===== config.mk =====
export PLATFORM = sky130hd
export DESIGN_NAME = led_pattern_gen
export DESIGN_NICKNAME = d
export VERILOG_FILES = /design/src/rtl/led_pattern_gen.sv
export SDC_FILE = /design/constraint.sdc
export NUM_CORES = 1
export LEC_CHECK = 0
export ABC_AREA = 1
export CORE_UTILIZATION = 40
export CTS_BUF_LIST = sky130_fd_sc_hd__clkbuf_2 sky130_fd_sc_hd__clkbuf_4 sky130_fd_sc_hd__clkbuf_8
export CTS_CLUSTER_DIAMETER = 60
export DETAILED_ROUTE_END_ITERATION = 8
export HOLD_SLACK_MARGIN = 0.1
export PLACE_DENSITY = 0.61
export SETUP_SLACK_MARGIN = 0.4
export SLEW_MARGIN = 20
export SYNTH_ARGS = -nofsm -noshare
export SYNTH_HDL_FRONTEND = slang
export SYNTH_SLANG_ARGS = --single-unit

===== constraint.sdc =====
create_clock -name CLK -period 2.15 [get_ports CLK]
set_input_delay 0.215 -clock CLK [delete_from_list [all_inputs] [get_ports CLK]]
set_output_delay 0.215 -clock CLK [all_outputs]
set_load 0.05 [all_outputs]

===== src/rtl/led_pattern_gen.sv =====
// Multi-channel LED pattern generator: off, flash-all, run and ping-pong
// modes stepped by a runtime-programmable prescaler.
module led_pattern_gen #(
  parameter int N_LED = 4,
  parameter int DIV_W = 22
) (
  input  logic             CLK,
  input  logic             RST,
  input  logic             EN,
  input  logic [1:0]       MODE,
  input  logic [DIV_W-1:0] PERIOD,
  output logic [N_LED-1:0] LED_OUT,
  output logic             TICK
);

  typedef enum logic [1:0] {
    M_OFF   = 2'b00,
    M_FLASH = 2'b01,
    M_RUN   = 2'b10,
    M_PP    = 2'b11
  } mode_t;

  typedef enum logic {
    D_UP = 1'b0,
    D_DN = 1'b1
  } dir_t;

  localparam logic [N_LED-1:0] LED_ONE = N_LED'(1);

  mode_t            r_mode;
  dir_t             r_dir;
  logic [DIV_W-1:0] r_cnt;
  logic [DIV_W-1:0] r_per;
  logic [N_LED-1:0] r_led;
  logic             r_tick;

  mode_t            w_mode_in;
  mode_t            w_mode_nx;
  dir_t             w_dir_nx;
  dir_t             w_step_dir;
  logic [DIV_W-1:0] w_cnt_nx;
  logic [DIV_W-1:0] w_per_nx;
  logic [N_LED-1:0] w_led_nx;
  logic [N_LED-1:0] w_step_led;
  logic             w_tick_nx;
  logic             w_load;
  logic             w_wrap;

  assign w_mode_in = mode_t'(MODE);
  assign w_load    = (w_mode_in != r_mode);
  assign w_wrap    = (r_cnt == r_per);

  // Pattern advance applied on a tick
  always_comb begin
    w_step_led = r_led;
    w_step_dir = r_dir;
    unique case (r_mode)
      M_OFF:   w_step_led = '0;
      M_FLASH: w_step_led = ~r_led;
      M_RUN:   w_step_led = (r_led << 1) | (r_led >> (N_LED - 1));
      M_PP: begin
        if (N_LED == 1) begin
          w_step_led = r_led;
        end else if (r_dir == D_UP) begin
          if (r_led[N_LED-1]) begin
            w_step_dir = D_DN;
            w_step_led = r_led >> 1;
          end else begin
            w_step_led = r_led << 1;
          end
        end else begin
          if (r_led[0]) begin
            w_step_dir = D_UP;
            w_step_led = r_led << 1;
          end else begin
            w_step_led = r_led >> 1;
          end
        end
      end
    endcase
  end

  // Mode load outranks the prescaler; EN only gates counting
  always_comb begin
    w_mode_nx = r_mode;
    w_dir_nx  = r_dir;
    w_cnt_nx  = r_cnt;
    w_per_nx  = r_per;
    w_led_nx  = r_led;
    w_tick_nx = 1'b0;
    if (w_load) begin
      w_mode_nx = w_mode_in;
      w_cnt_nx  = '0;
      w_per_nx  = PERIOD;
      w_dir_nx  = D_UP;
      w_led_nx  = MODE[1] ? LED_ONE : '0;
    end else if (EN) begin
      if (w_wrap) begin
        w_cnt_nx  = '0;
        w_per_nx  = PERIOD;
        w_tick_nx = 1'b1;
        w_led_nx  = w_step_led;
        w_dir_nx  = w_step_dir;
      end else begin
        w_cnt_nx = r_cnt + 1'b1;
      end
    end
  end

  always_ff @(posedge CLK) begin
    if (RST) begin
      r_mode <= M_OFF;
      r_dir  <= D_UP;
      r_cnt  <= '0;
      r_per  <= '0;
      r_led  <= '0;
      r_tick <= 1'b0;
    end else begin
      r_mode <= w_mode_nx;
      r_dir  <= w_dir_nx;
      r_cnt  <= w_cnt_nx;
      r_per  <= w_per_nx;
      r_led  <= w_led_nx;
      r_tick <= w_tick_nx;
    end
  end

  assign LED_OUT = r_led;
  assign TICK    = r_tick;

endmodule

# [Word level (Yosys, flattened, before mapping)]
# Index checks and enable logic that the tools add are counted.
[totals] out_inout_bits=5 register_bits=52 word_cells=38 in_bits=27
[classes] n_eq_ne=5 reduce_logical=7 addsub=1 bitwise_logic=3 muxes=16
[ops] operator="$mux 22" count=4
[ops] operator="$mux 4" count=6
[ops] operator="$add 22x1->22 const B" count=1
[ops] operator="$eq 22x22->1" count=1
[ops] operator="$pmux 4 s4" count=1
[ops] operator="$mux 1" count=5
[ops] operator="$eq 2x2->1 const B" count=2
[ops] operator="$not 4->4" count=1
[ops] operator="$or 4x1->4" count=1
[ops] operator="$reduce_bool 2->1" count=2
[ops] operator="$reduce_and 3->1" count=1
[ops] operator="$reduce_or 3->1" count=1
[ops] operator="$eq 2x1->1 const B" count=1
[ops] operator="$logic_not 2->1" count=1
[ops] operator="$ne 2x2->1" count=1
[ops] operator="$reduce_and 2->1" count=1
[ops] operator="$reduce_or 2->1" count=1
[ops] operator="$not 1->1" count=1

# [Depth between registers and ports, before layout]
[depth] depth_word=6 mapped_depth=12 ltp_nobuf=11

# [Worst setup path after synthesis]
# No wires, ideal clock.
[synth_path] kind="register to register" startpoint="register r_cnt[0]" endpoint="register r_cnt[20]" synth_period_minus_slack_ps=1487 required_time_ps=2033 n_path_buf=0 stages_incl_launch_ff=11 setup_ps=117 path_slack_ps=663 arrival_time_ps=1370 cell_sequence="dfxtp_1 ha_1 nand2_1 nor2_1 nand3_1 nor2_1 nand3_1 nor2_1 nand2_1 nand2_1 nor2_1"
[synth_between] elab_chain_len=2 elab_cells_between_ends=3 cone_classes="add/sub: 1; eq/ne: 1; mux: 1"
[synth_lines] element="start, declared" line_no="32" text="logic [DIV_W-1:0] r_cnt;"
[synth_lines] element="start signal, assigned" line_no="121" text="r_cnt <= w_cnt_nx;"
[synth_lines] element="$add 22x1->22 or $eq 22x22->1 (tied branches)" line_no="105, 51"
[synth_lines] element="$mux 22 *" line_no="98" text="if (w_wrap) begin"
# Every way passes the cells marked *; elsewhere a longest branch is shown, timed or not.
# A chain may end at the register's enable or synchronous reset.

# [Worst setup path in the final report]
[layout_path] startpoint="register r_tick (netlist: TICK)" endpoint="output port TICK"
[layout_lines] element="start, declared" line_no="35" text="logic r_tick;"
[layout_lines] element="start signal, assigned" line_no="124" text="r_tick <= w_tick_nx;"
[layout_lines] element="end, declared" line_no="13" text="output logic TICK"
# No word-level cell between the ends.

==> impl_results.md <==
- CP peak stage delay: 0.79 ns
- Arr. time, crit path: roughly 1.4 ns
- Vias in the first global route: between 2000 and 3000
- CP Launch Type: flip-flop
- Final WL: 7.821 mm
- Gpl congestion: ~0.91
- Gr usage total: 0.1954
- Worst path required time: 1.93 ns
- Vias: 3070
- I/O pin cnt: 32
- Die area: 8398 sq um
- Largest net degree at the start of global routing: 29
- Dpl cell area: 3581 sq um
- Total CTS buffers: 5
- Initial antenna violation count: 0
- Cells after Synth: a little over 500
- Setup slack after layout: around 0.52 ns
- Post-route cell area: 3830 sq um
- Die height: between 90 and 100 microns
- Hold/Removal Path Class: primary input to flip-flop
- PD cells: 567.4 nW/um^2
- Final core occ: 0.4931
- Total grt overflow: 0
- Min cycle time layout: between 1.5 and 2 ns
- Antenna diodes: 0
- CTS sink cnt: 52
- Cells along the critical path: clkdlybuf4s50_1
- Buf+Inv Stages, Crit Path: 1
- Initial DRC Count: 191
- H-Tree Depth: 2
- CTS Buffer Depth: 2
- Final Cycle Share: 0.7597
- Number of vias per cell: approximately 4.8
- Die width: 91.64 microns
- Ys Warns: 0
- Sequential share of the synthesized area: 0.3239
- Post-DRT Antenna Nets: 0
- Post-Syn Area: 3214 sq um
- Setup Slack @ Placement: -0.01290 ns
- Setup-failing EPs final: 0
- Routed len/inst: between 10 and 15 microns
- Netlist cell types: 35
- Met3 WL: 370 microns
- DRC violations left: 0
- 1st-pass router iterations: 4
- Largest cells by area after synthesis: dfxtp_1 (32%), nand2_1 (18%), nor2_1 (12%)
- Yosys top cell by area: dfxtp_1
- Top cell type's share of synthesized area: 0.3239
- Endpoints failing hold: 0
- Synth Register Bits: 52
- Most common cell after layout, fill and taps aside: nand2_1
- Hpwl dp: 5.954 mm
- Max_cap viols: 0
- DR WL met2: 3.546 mm
- Worst-Margin Slew: between 0.4 and 0.5 ns
- Area grow syn2layout: 19.15%
- Top delay family on crit path: buffers and inverters
- Peak supply drop: roughly 0.00029 V
- Clk_skew: 0.01029 ns
- CTS root buffer: clkbuf_8
- Syn Nets: between 500 and 600
- Post-Syn Area per Cell: 6.315 sq um
- Worst skew pair latency: ~0.31 ns
- Worst setup EP type: primary output
- Commonest cells after routing, fill and taps aside: nand2_1 (151), nor2_1 (97), inv_1 (54)
- Unrepaired setup endpoints after global routing: true
- Total Nets Final: 570
- Initial Util: 0.4138
- Clock Pin Slew Worst Setup and Hold Paths: about 0.10 ns
- I/O Buffers: 31
- Kind of critical path: flip-flop to primary output
- Core area: 7767 sq um
- F_max: 612.2 MHz
- Slew headroom: 0.6726
- First-pass GRT wire length: 13.11 mm
- WL met1: around 3.8 mm
- Layout cells sized above 1: 0.1952
- Worst path slowest cell: clkdlybuf4s50_1
- Uppermost routed layer: met4
- TritonCTS clock tree: yes
- # rows: 32
- Max FO, Critical Path: 1
- Leakage: around 1.7 nW
- Pins Over Slew Limit: 0
- Status: completed
[what timing repair did]
| item | 4_1_cts | 5_1_grt |
|---|---|---|
| endpoints found under the setup margin | 12 | 48 |
| pin swaps | 0 | 4 |
| endpoints found under the hold margin | 0 | 0 |
| buffers inserted | 0 | 3 |
| hold buffers | 0 | 0 |
| gates resized for setup | 8 | 52 |
[routing by layer]
metal  global-route usage  vias up
met5                    0        -
met4              0.06085        0
met3              0.03317        8
met2               0.3170       66
met1               0.2640     1375
li1                     -     1621
[flip-flops by register name, summed over array words and instances, names as in the netlist]
register  count
TICK          1
LED_OUT       4
r_mode        2
r_dir         1
r_per        22
r_cnt        22
[per-stage QoR]
step / setup TNS [ns] / hold slack [ns] / cells / total power [mW]
2_1_floorplan: 0 / 0.2841 / 509 / 1.376
6_report: 0 / 0.4274 / 645 / 2.173
3_5_place_dp: -0.01290 / 0.5524 / 634 / 1.509
4_1_cts: 0 / 0.4465 / 642 / 2.192
3_3_place_gp: 0 / 0.5366 / 634 / 1.506
5_1_grt: 0 / 0.4428 / 645 / 2.298
[synth_stat cells (all sizes together)]
cell,count
o21ai,11
xnor2,6
nor3b,1
nor4,1
o221ai,1
o211a,1
xor2,10
and2,1
nor3,5
dfxtp,52
ha,1
nand4,11
o211ai,1
nand2,161
inv,69
nand3b,1
o2111ai,1
nand3,40
a21oi,4
nor2,117
buf,13
o22ai,1
[final timing paths]
path,depth (start not counted),to,slack (ns),startpoint
hold / removal,3,r_cnt[0],0.43,EN
setup / recovery,1,TICK,0.52,TICK
hold reg to reg,2,r_cnt[2],0.56,r_cnt[2]
setup reg to reg,9,r_cnt[14],0.52,r_cnt[0]
[where the power goes]
group | total [mW] | internal (mW) | switching [mW]
sequential | 1.03 | 0.999 | 0.0347
combinational | 0.455 | 0.190 | 0.265
clock | 0.685 | 0.345 | 0.339
total | 2.17 | 1.53 | 0.639
[kinds of logic (layout without fill, tap and decap cells)]
logic type	Yosys count	after routing	share of synthesized area
flops	52	52	0.3239
fa+ha+maj	1	1	0.003892
buf+inv	82	116	0.1191
compound gates	20	20	0.03737
simple gates	338	338	0.4722
xor+xnor	16	16	0.04360
[cell type report]
type / count / area, sq um
fill: 821 / 3938
multi-input combinational: 375 / 1851
sequential: 52 / 1099
timing repair buffer: 39 / 380.4
inverter: 69 / 261.5
tap: 102 / 127.6
clock inverter: 3 / 42.54
clock buffer: 5 / 68.82
Note: power is estimated with default switching activity, not from simulation.
